==> config.mk <==
export PLATFORM = sky130hd
export DESIGN_NAME = fetch_stage
export DESIGN_NICKNAME = d
export VERILOG_FILES = /design/src/rtl/fetch_stage.sv
export SDC_FILE = /design/constraint.sdc
export NUM_CORES = 1
export LEC_CHECK = 0
export ABC_AREA = 1
export CAP_MARGIN = 30
export CELL_PAD_IN_SITES_DETAIL_PLACEMENT = 1
export CELL_PAD_IN_SITES_GLOBAL_PLACEMENT = 2
export CORE_ASPECT_RATIO = 1.2
export CORE_MARGIN = 8
export CORE_UTILIZATION = 32
export CTS_CLUSTER_SIZE = 16
export DETAILED_ROUTE_END_ITERATION = 8
export DONT_BUFFER_PORTS = 1
export HOLD_SLACK_MARGIN = 0.08
export PLACE_DENSITY = 0.82
export SLEW_MARGIN = 15
export SYNTH_ARGS = -nofsm -noshare
export SYNTH_HDL_FRONTEND = slang
export SYNTH_SLANG_ARGS = --single-unit
==> constraint.sdc <==
create_clock -name clk -period 1.67 [get_ports clk]
set_clock_uncertainty 0.1 [all_clocks]
set_input_delay 0.501 -clock clk [delete_from_list [all_inputs] [get_ports clk]]
set_output_delay 0.501 -clock clk [all_outputs]
set_load 0.1 [all_outputs]
==> src/rtl/fetch_stage.sv <==
// -----------------------------------------------------------------------------
// fetch_stage
//   Instruction-fetch stage of the 5-stage core. Owns the program counter,
//   drives the word address into a combinational instruction memory and
//   captures the returned instruction into the IF/ID pipeline register.
//   Honours stall/flush from the hazard unit and redirects from EX, and stops
//   fetching after an EBREAK until a redirect arrives.
//
// Ports
//   clk                core clock, rising edge
//   reset              asynchronous, active-low reset
//   stall              hold PC and IF/ID contents
//   flush              replace IF/ID contents with a bubble
//   redirect_valid     load a new PC (taken branch/jump)
//   redirect_pc        redirect target, byte address
//   imem_addr          word address to instruction memory
//   imem_instruction   instruction returned combinationally for imem_addr
//   if_id_pc           PC of the captured instruction
//   if_id_pc_plus4     if_id_pc + 4 (wrapping)
//   if_id_instruction  captured instruction
//   if_id_valid        IF/ID holds a real instruction
//   halted             fetch is parked after an EBREAK
//   misaligned_fault   sticky: a redirect target had nonzero bits [1:0]
// -----------------------------------------------------------------------------
module fetch_stage #(
  parameter int              XLEN               = 32,
  parameter int              WORD_ADDRESS       = 10,
  parameter logic [XLEN-1:0] RESET_PC           = 32'h0000_0000,
  parameter logic [XLEN-1:0] NOP_INSTRUCTION    = 32'h0000_0013,
  parameter logic [XLEN-1:0] EBREAK_INSTRUCTION = 32'h0010_0073
) (
  input  logic                    clk,
  input  logic                    reset,
  input  logic                    stall,
  input  logic                    flush,
  input  logic                    redirect_valid,
  input  logic [XLEN-1:0]         redirect_pc,
  output logic [WORD_ADDRESS-1:0] imem_addr,
  input  logic [XLEN-1:0]         imem_instruction,
  output logic [XLEN-1:0]         if_id_pc,
  output logic [XLEN-1:0]         if_id_pc_plus4,
  output logic [XLEN-1:0]         if_id_instruction,
  output logic                    if_id_valid,
  output logic                    halted,
  output logic                    misaligned_fault
);

  typedef enum logic [1:0] {
    BOOT = 2'd0,
    RUN  = 2'd1,
    HALT = 2'd2
  } state_t;

  localparam logic [XLEN-1:0] PC_STEP = XLEN'(4);

  state_t          state, state_next;
  logic [XLEN-1:0] pc, pc_next, pc_plus4;
  logic [XLEN-1:0] if_id_pc_next, if_id_pc_plus4_next, if_id_instruction_next;
  logic            if_id_valid_next, misaligned_fault_next;

  assign imem_addr = pc[WORD_ADDRESS+1:2];
  assign pc_plus4  = pc + PC_STEP;
  assign halted    = (state == HALT);

  // NOTE: every signal written here gets a default first, so no path through
  // the case/if chain can leave one unassigned and infer a latch.
  always_comb begin
    state_next             = state;
    pc_next                = pc;
    if_id_pc_next          = if_id_pc;
    if_id_pc_plus4_next    = if_id_pc_plus4;
    if_id_instruction_next = if_id_instruction;
    if_id_valid_next       = if_id_valid;
    misaligned_fault_next  = misaligned_fault;

    if (state == BOOT) begin
      // First cycle after reset: memory output is not trusted yet, so insert
      // a bubble regardless of stall and start fetching next edge.
      if_id_instruction_next = NOP_INSTRUCTION;
      if_id_valid_next       = 1'b0;
      state_next             = RUN;
    end else if (redirect_valid) begin
      pc_next                = {redirect_pc[XLEN-1:2], 2'b00};
      if_id_instruction_next = NOP_INSTRUCTION;
      if_id_valid_next       = 1'b0;
      state_next             = RUN;
      if (redirect_pc[1:0] != 2'b00) misaligned_fault_next = 1'b1;
    end else if (flush) begin
      if_id_instruction_next = NOP_INSTRUCTION;
      if_id_valid_next       = 1'b0;
      // A flushed fetch slot still consumes its PC unless stalled; in HALT
      // the PC stays frozen.
      if (!stall && state == RUN) pc_next = pc_plus4;
    end else if (stall) begin
      // Hold everything.
    end else if (state == HALT) begin
      if_id_instruction_next = NOP_INSTRUCTION;
      if_id_valid_next       = 1'b0;
    end else begin
      if_id_pc_next          = pc;
      if_id_pc_plus4_next    = pc_plus4;
      if_id_instruction_next = imem_instruction;
      if_id_valid_next       = 1'b1;
      pc_next                = pc_plus4;
      // The EBREAK itself flows down the pipe; only later fetches stop.
      if (imem_instruction == EBREAK_INSTRUCTION) state_next = HALT;
    end
  end

  // NOTE: sequential state uses non-blocking assignments so every register
  // samples the pre-edge values, independent of statement order.
  always_ff @(posedge clk or negedge reset) begin
    if (!reset) begin
      state             <= BOOT;
      pc                <= RESET_PC;
      if_id_pc          <= '0;
      if_id_pc_plus4    <= '0;
      if_id_instruction <= NOP_INSTRUCTION;
      if_id_valid       <= 1'b0;
      misaligned_fault  <= 1'b0;
    end else begin
      state             <= state_next;
      pc                <= pc_next;
      if_id_pc          <= if_id_pc_next;
      if_id_pc_plus4    <= if_id_pc_plus4_next;
      if_id_instruction <= if_id_instruction_next;
      if_id_valid       <= if_id_valid_next;
      misaligned_fault  <= misaligned_fault_next;
    end
  end

endmodule

==> flow_metrics.tcl <==
set metrics [dict create \
    status "finished, violations left" \
    violations "negative hold slack, negative setup slack" \
    fillers 2259 \
    maxCapViolCount 0 \
    die_area_sq_um 24100 \
    max-vdd-ir-drop_uv 737 \
    num_rows 56 \
    final_max_slew_viol_count 0 \
    gp_congestion 0.785 \
    slowest_delay_ns 0.44 \
    p_leak_nw 4.37 \
    synth_ff_type "dfrtp_1" \
    initial_core_util_pct 32.2 \
    antenna_found_initial 0 \
    max_freq_mhz 558 \
    dpl.hpwl_mm 15.6 \
    layout-drive-gt1-share_pct 30.9 \
    numCtsBuffers 17 \
    crit_chain "nor2_4, buf_12" \
    grt_usage_pct 18.3 \
    synthArstFlopShare_pct 100 \
    route.detailed.drc 0 \
    grt_pass1_wl_mm 34.2 \
    synth_edf_count 0 \
    critical_path_required_ns 1.07 \
    finalNetCount 1016 \
    area_delta_synth_final_pct 44.7 \
    place_area_sq_um 7490 \
    postLayoutCellArea_sq_um 8980 \
    avgSynthCellArea_sq_um 7.66 \
    post-route-util_pct 46.6 \
    ctsHtreeMaxLevel 4 \
    core_sq_um 19300 \
    dr.pass1.iters 4 \
    ant_nets 0 \
    ys_warn_count 0 \
    grt_overflow_total 0 \
    die_h_um 169 \
    yosys_register_bits 126 \
    hold_violations 126 \
    finalSetupViolCount 15 \
    min_period_ns 1.79 \
    antenna_cells 0 \
    grt_max_degree 127 \
    cp.arrival_ns 1.19 \
    clk_pin_slew_worst_paths_ns 0.06 \
    cp_max_fo 2 \
    hold_path_class "in2async" \
    cts_root_buffer "clkbuf_16" \
    avgRoutedWirePerCell_um 18.7 \
    cts_buffer_depth 2 \
    critPathSlowestCell "dfrtp_2" \
    post-route-period-util_pct 107 \
    cts_tree "built" \
    routed_wl_mm 22.7 \
    drt_iter0_markers 275 \
    io_pins 178 \
    numPortBuffers 0 \
    avgViaCountPerCell 4.82 \
    holdWs_ns -0.318 \
    synth_area_sq_um 6210 \
    cp-start-kind "flip-flop" \
    numClockSinks 126 \
    finalWorstSetupSlack_ns -0.122 \
    die_x_um 143 \
    rsz0062_at_grt "yes" \
    path_class "reg2out" \
    grt_pass1_vias 6301 \
    synth_cell_types 34 \
    end_kind "output port" \
    syn_inst 811 \
    ys_seq_area_share_pct 50.8 \
    vias 5873 \
    powerDensity_nw_per_um2 1430 \
    clk-insertion-delay-late_ns 0.42 \
]
-- worst paths after layout --
check                                            end           startpoint  depth (start not counted)  slack (ns)
worst max register to register    if_id_pc_plus4[12]                pc[3]                         10       -0.04
min in group clk                if_id_instruction[5]  imem_instruction[5]                          1        0.11
max in group asynchronous       if_id_instruction[0]                reset                          0        1.60
worst min-delay path            if_id_instruction[5]                reset                          0       -0.32
worst min register to register          if_id_pc[20]         if_id_pc[20]                          2        0.41
worst max-delay path                          halted             state[0]                          2       -0.12
-- cell families (layout without fill, tap and decap cells) --
group / count (synthesis) / after routing / synth area share [%]
adders and majority gates: 1 / 1 / 0.201
AOI/OAI and AO/OA: 112 / 112 / 9.90
other: 1 / 4 / 0.0604
buffers and inverters: 102 / 246 / 7.48
xor gates and xnor gates: 7 / 7 / 0.988
DFF: 126 / 126 / 50.8
and+or+nand+nor: 462 / 462 / 30.5
-- cells in the final DEF (no fill, tap or decap), drive strengths merged, types with 2 or more instances in the layout --
| master | netlist | layout |
|---|---|---|
| bufinv | 0 | 2 |
| dfstp | 3 | 3 |
| nand4 | 4 | 4 |
| o21a | 2 | 2 |
| o211ai | 3 | 3 |
| buf | 32 | 158 |
| inv | 53 | 53 |
| a32o | 4 | 4 |
| nand2 | 297 | 297 |
| o21ai | 77 | 77 |
| clkinv | 0 | 3 |
| a21o | 2 | 2 |
| nor2 | 103 | 103 |
| conb | 1 | 4 |
| a21oi | 16 | 16 |
| bufbuf | 0 | 2 |
| clkbuf | 17 | 27 |
| o22ai | 6 | 6 |
| dfrtp | 123 | 123 |
| xor2 | 7 | 7 |
| nand3 | 56 | 56 |
-- where the power goes --
group / leakage [nW] / switching (W) / internal (W)
clock network: 0.283 / 0.00134 / 0.00234
registers: 1.56 / 0.000322 / 0.00352
logic: 2.53 / 0.00407 / 0.00129
total: 4.37 / 0.00573 / 0.00715
-- per-stage QoR --
step / power [W] / std cells / setup slack, ns / setup TNS [ns]
finish: 0.0129 / 1219 / -0.122 / -0.684
global route: 0.0134 / 1219 / -0.155 / -3.02
CTS: 0.0127 / 1206 / -0.190 / -2.02
detailed placement: 0.00872 / 1166 / -0.152 / -1.93
global placement: 0.00865 / 1166 / -0.0539 / -0.738
floorplan: 0.00760 / 814 / 0.0344 / 0
-- layer usage --
| metal | vias up | GRT usage [%] | part of all wire (%) |
|---|---|---|---|
| met3 | 50 | 6.68 | 8.1 |
| met1 | 2831 | 19.9 | 39 |
| li1 | 2829 | - | - |
| met4 | 0 | 7.73 | 3.6 |
| met2 | 163 | 31.4 | 50 |
| met5 | - | 0 | 0 |
-- sequential cells by signal (all words and copies together) (netlist names) --
register           count
state                  2
if_id_valid            1
misaligned_fault       1
if_id_pc              30
if_id_pc_plus4        30
if_id_instruction     32
pc                    30
-- critical path: cells and delay by family, from the launching register on --
kind | cells | cell delay, ns
flops | 1 | 0.44
buf+inv | 1 | 0.19
simple gates | 1 | 0.15
-- repair_timing --
item,in CTS,in global routing
setup buffers,7,12
setup endpoints to repair,74,92
gates cloned,2,2
hold endpoints to repair,126,126
gates resized for setup,70,124
pin swaps,6,40
-- layout make-up --
cell class	instances	area, sq um	area share (%)
multi-input cells	586	2900	32.3
clock buffers	25	495	5.51
repair buffers	162	1800	20.1
clock inverters	6	82.6	0.919
well taps	261	327	3.63
inverters	53	201	2.24
flip-flops and latches	126	3170	35.3
-- synth_stat cells (2+ instances only) --
master	n	share of area, %
a21o_1	2	0.24
a21oi_1	16	1.3
a32o_1	4	0.64
buf_1	2	0.12
buf_2	14	1.1
buf_4	15	1.8
clkbuf_1	17	1.0
dfrtp_1	123	50
dfstp_2	3	1.3
inv_1	50	3.0
inv_2	3	0.18
nand2_1	293	18
nand2_2	3	0.30
nand3_1	55	4.4
nand4_1	4	0.40
nor2_1	91	5.5
nor2_2	7	0.71
nor2_4	5	0.91
o211ai_1	3	0.36
o21a_1	2	0.24
o21ai_0	71	5.7
o21ai_1	5	0.40
o22ai_1	6	0.60
xor2_1	7	0.99
Power figures use the tool's default switching activity.
